===== src/rtl/canny_pkg.sv =====
// Shared definitions for the Canny pipeline: pixel width, window width and
// the handshake state encoding used by the window generator and gradient stage.
package canny_pkg;

  localparam int PIX_W = 24;
  localparam int WIN_W = 9 * PIX_W;

  typedef enum logic [1:0] {
    ST_ACCEPT  = 2'd0,
    ST_HOLD    = 2'd1,
    ST_RELEASE = 2'd2
  } win_state_e;

  function automatic int win_bits(input int pix_w);
    return 9 * pix_w;
  endfunction

endpackage


===== src/rtl/line_buffer.sv =====
// One-row delay line: a shift register of DEPTH samples that advances only
// when shift_en is high, so dout is the sample accepted DEPTH accepts ago.
module line_buffer #(
  parameter int DEPTH = 8,
  parameter int WIDTH = 24
) (
  input  logic             clock,
  input  logic             shift_en,
  input  logic [WIDTH-1:0] din,
  output logic [WIDTH-1:0] dout
);

  logic [WIDTH-1:0] taps [DEPTH];

  always_ff @(posedge clock) begin
    if (shift_en) begin
      taps[0] <= din;
      for (int i = 1; i < DEPTH; i++) begin
        taps[i] <= taps[i-1];
      end
    end
  end

  assign dout = taps[DEPTH-1];

endmodule


===== src/rtl/window_3x3_gen.sv =====
// Raster-scan 3x3 window generator: two line buffers plus a 3x3 shift window,
// handing each complete window to the gradient stage with an Enable/done handshake.
module window_3x3_gen
  import canny_pkg::*;
#(
  parameter int PIX_W = canny_pkg::PIX_W,
  parameter int IMG_W = 8,
  parameter int IMG_H = 8
) (
  input  logic                       Clock,
  input  logic                       reset,
  input  logic [PIX_W-1:0]           pixel_in,
  input  logic                       in_valid,
  output logic                       in_ready,
  output logic [win_bits(PIX_W)-1:0] A,
  output logic                       Enable,
  input  logic                       done,
  output logic                       frame_done
);

  localparam int CW = $clog2(IMG_W);
  localparam int RW = $clog2(IMG_H);
  localparam logic [CW-1:0] C_LAST = CW'(IMG_W - 1);
  localparam logic [RW-1:0] R_LAST = RW'(IMG_H - 1);
  localparam logic [CW-1:0] C_MIN  = CW'(2);
  localparam logic [RW-1:0] R_MIN  = RW'(2);

  win_state_e                     state;
  logic [CW-1:0]                  col;
  logic [RW-1:0]                  row;
  logic [PIX_W-1:0]               row1_px;
  logic [PIX_W-1:0]               row2_px;
  logic [2:0][2:0][PIX_W-1:0]     win;
  logic [2:0][2:0][PIX_W-1:0]     win_nxt;
  logic                           accept;

  assign accept = in_valid && in_ready;

  line_buffer #(.DEPTH(IMG_W), .WIDTH(PIX_W)) u_lb_row1 (
    .clock    (Clock),
    .shift_en (accept),
    .din      (pixel_in),
    .dout     (row1_px)
  );

  line_buffer #(.DEPTH(IMG_W), .WIDTH(PIX_W)) u_lb_row2 (
    .clock    (Clock),
    .shift_en (accept),
    .din      (row1_px),
    .dout     (row2_px)
  );

  // Window shifts left; the new rightmost column is (r-2, r-1, r) at column c.
  always_comb begin
    win_nxt = win;
    for (int i = 0; i < 3; i++) begin
      win_nxt[i][0] = win[i][1];
      win_nxt[i][1] = win[i][2];
    end
    win_nxt[0][2] = row2_px;
    win_nxt[1][2] = row1_px;
    win_nxt[2][2] = pixel_in;
  end

  // Line buffers are never cleared: the row/column gate below keeps stale rows out of A.
  always_ff @(posedge Clock) begin
    if (reset) begin
      state      <= ST_ACCEPT;
      col        <= '0;
      row        <= '0;
      A          <= '0;
      Enable     <= 1'b0;
      frame_done <= 1'b0;
      in_ready   <= 1'b1;
    end else begin
      frame_done <= 1'b0;
      unique case (state)
        ST_ACCEPT: begin
          if (accept) begin
            win <= win_nxt;
            col <= (col == C_LAST) ? '0 : col + 1'b1;
            if (col == C_LAST) begin
              row <= (row == R_LAST) ? '0 : row + 1'b1;
            end
            if (row >= R_MIN && col >= C_MIN) begin
              A          <= win_nxt;
              Enable     <= 1'b1;
              in_ready   <= 1'b0;
              frame_done <= (row == R_LAST) && (col == C_LAST);
              state      <= ST_HOLD;
            end
          end
        end
        ST_HOLD: begin
          if (done) begin
            Enable <= 1'b0;
            state  <= ST_RELEASE;
          end
        end
        ST_RELEASE: begin
          in_ready <= 1'b1;
          state    <= ST_ACCEPT;
        end
        default: begin
          Enable   <= 1'b0;
          in_ready <= 1'b1;
          state    <= ST_ACCEPT;
        end
      endcase
    end
  end

endmodule


===== config.mk =====
export PLATFORM = sky130hd
export DESIGN_NAME = window_3x3_gen
export DESIGN_NICKNAME = d
export VERILOG_FILES = /design/src/rtl/canny_pkg.sv /design/src/rtl/line_buffer.sv /design/src/rtl/window_3x3_gen.sv
export SDC_FILE = /design/constraint.sdc
export NUM_CORES = 1
export LEC_CHECK = 0
export CAP_MARGIN = 20
export CELL_PAD_IN_SITES_DETAIL_PLACEMENT = 1
export CELL_PAD_IN_SITES_GLOBAL_PLACEMENT = 2
export CORE_ASPECT_RATIO = 1.1
export CORE_UTILIZATION = 42
export CTS_CLUSTER_DIAMETER = 30
export DETAILED_ROUTE_END_ITERATION = 8
export HOLD_SLACK_MARGIN = 0.06
export PLACE_DENSITY_LB_ADDON = 0.25
export REMOVE_ABC_BUFFERS = 1
export SLEW_MARGIN = 40
export SYNTH_ARGS = -nofsm -noshare
export SYNTH_HDL_FRONTEND = slang
export SYNTH_HIERARCHICAL = 1
export SYNTH_SLANG_ARGS = --single-unit

===== constraint.sdc =====
create_clock -name Clock -period 15.1 [get_ports Clock]
set_input_delay 4.53 -clock Clock [delete_from_list [all_inputs] [get_ports Clock]]
set_output_delay 4.53 -clock Clock [all_outputs]
set_load 0.005 [all_outputs]

==> flow_summary.ini <==
[sta]
finClkSkew_ns = 0.0248
setup_viol = 0
rsz0062_at_grt = no
hold_viol_final = 0
slew_headroom_pct = 44.6
fmax_mhz = 148
worstMarginPinSlew_ns = 0.831
finalCritPeriodShare_pct = 44.8
drv_slew = 0
setup_slack_ns = 8.34
finalCriticalPeriod_ns = 6.76

[drt]
dr.pass1.iters = 4
vias = 12873
drc_errors = 0
wire_per_inst_um = 16.6
ant_nets = 0
via_per_inst = 4.58
wl_mm = 46.6
drtIter0Drc = 696

[power]
ir_drop_uv = 118
power_frac_seq_pct = 41.6
p_comb_share_pct = 1.6
power_frac_clock_pct = 56.8
p_per_area_mw_per_mm2 = 163
p_sw_share_pct = 20.3
p_leak_nw = 11.6
p_switching_mw = 1.14
intPower_mw = 4.46
p_total_mw = 5.60

[die]
die_y_um = 265
die_area_mm2 = 0.0639
start_util_pct = 42.4
dieWidth_um = 241
coreArea_mm2 = 0.0622
row_count = 96
ios = 247

[critical_path]
endpoint_kind = flop
worstSetupStartpointType = input pin
cp.arrival_ns = 7.34
path_class = input pin to flop
path_max_fanout = 58
required_ns = 15.69

[clock_network]
cts_sinks = 755
cts_tree = built
root_buffer = clkbuf_16
numCtsBuffers = 144
cts_setup_buffers = 0
clock_path_buffers = 3
cts_resized = 0
hold_buffers = 0
cts_max_level = 4
clk_latency_ns = 0.69
clk_pin_slew_ns = 0.05

[place]
pre_cts_slack_ns = 7.52
portBuffers = 246
place.detailed.hpwl_mm = 26.0
gp_congestion = 0.685

[final_layout]
final_common_cell = edfxtp_1
fin_nets = 1890
syn2layout_area_growth_pct = 30.1
n_fill_cell = 5768
layout-drive-gt1-share_pct = 13.3
diodes = 0
final_cell_mix = edfxtp_1 (528), nand2b_1 (433), clkdlybuf4s50_1 (245)

[run]
maxCapViolCount = 0

[global_route]
grt_use_total_pct = 15.0
gr-total-overflow = 0
grt_max_degree = 142
grt_pass1_wl_mm = 74.4
grt_pass1_vias = 14104
antenna_found_initial = 0

[logic_synthesis]
synthTopCellsByArea = edfxtp_1 (60%), dfxtp_1 (17%), nand2b_1 (10%)
syn_area_mm2 = 0.0264
yosysWarnings = 6
ys_seq_area_share_pct = 77.3
yosys_register_bits = 755
synthDistinctLibCells = 26
avgSynthCellArea_um2 = 16.8
netlist.area_leader.share_pct = 60.1
yosysTopAreaCell = edfxtp_1
syn_inst = 1570

[status]
status = finished, final reports clean

[min_path]
hp-class = flop to flop
-- cells by family (layout without fill, tap and decap cells) --
kind of cell | count (synthesis) | count (layout) | synth area share (%)
multiplexers | 216 | 216 | 8.19
flip-flops | 755 | 755 | 77.3
adder cells (fa/ha/maj) | 6 | 6 | 0.284
AND/OR/NAND/NOR | 455 | 455 | 10.8
buffers and inverters | 125 | 535 | 3.17
AO/OA/AOI/OAI | 13 | 13 | 0.289
-- metrics by stage --
step                util (%)  hold slack [ns]  instances  instance area, um2   TNS, ns
floorplan                  -            0.400       1448               25600  -2572.46
detailed placement      47.1            0.405       2543               29300         0
finish                  55.2            0.406       2813               34300         0
global placement        46.9            0.400       2539               29200         0
global route            55.2            0.407       2813               34300         0
CTS                     55.2            0.405       2813               34300         0
-- final cells by class --
| class | count | area, um2 | area share [%] |
|---|---|---|---|
| multi-input cells | 690 | 5190 | 15.1 |
| clock inverters | 82 | 922 | 2.69 |
| inverters | 3 | 11.3 | 0.0328 |
| clock buffers | 188 | 4070 | 11.8 |
| repair buffers | 262 | 2700 | 7.87 |
| well taps | 833 | 1040 | 3.04 |
| flip-flops and latches | 755 | 20400 | 59.4 |
-- power groups by stage --
| stage | Clock [mW] | Combinational (mW) | Sequential, mW |
|---|---|---|---|
| after floorplan | 0 | 0.0507 | 2.38 |
| after global placement | 0 | 0.0871 | 2.36 |
| after detailed placement | 0 | 0.0943 | 2.37 |
| after CTS | 3.26 | 0.0948 | 2.33 |
| after global routing | 3.36 | 0.102 | 2.33 |
| final | 3.18 | 0.0915 | 2.33 |
-- critical path, cell delays in order --
cell	delay, ns
clkdlybuf4s50_1	0.58
nand4bb_4	0.22
nor3_2	0.38
buf_6	0.57
buf_6	0.67
mux2i_1	0.28
-- state kept, by name, summed over array words and instances (netlist names) --
signal          count
A                 216
Enable              1
col                 3
frame_done          1
in_ready            1
row                 3
state               2
u_lb_row1/taps    192
u_lb_row2/taps    192
win               144
-- path summary, 6_finish.rpt --
path / start / end / slack (ns) / cells past startpoint
max: in_valid / A[34] / 8.34 / 6
min: u_lb_row1/taps[0][82] / u_lb_row1/taps[1][10] / 0.41 / 0
max reg2reg: state[0] / A[34] / 12.28 / 5
min reg2reg: u_lb_row1/taps[0][82] / u_lb_row1/taps[1][10] / 0.41 / 0
-- synthesized netlist by cell type (all sizes together) --
cell,count
mux2i,216
buf,72
nand2b,433
inv,3
a21oi,6
or4b,1
nand2,5
or3,1
o21ai,3
a211oi,2
or4,1
nor3,4
ha,6
nor4bb,1
nor2,4
edfxtp,528
nand3,2
clkbuf,50
o21bai,1
and4,1
nand4bb,1
a311oi,1
and2,1
dfxtp,227
-- routing by layer --
layer,vias up,track usage (%),wire (um)
met5,-,0,0
met4,0,6.36,1000
met3,93,5.39,2690
met2,271,24.5,23200
met1,6391,17.6,19700
li1,6118,-,-
(Power assumes the default switching activity.)
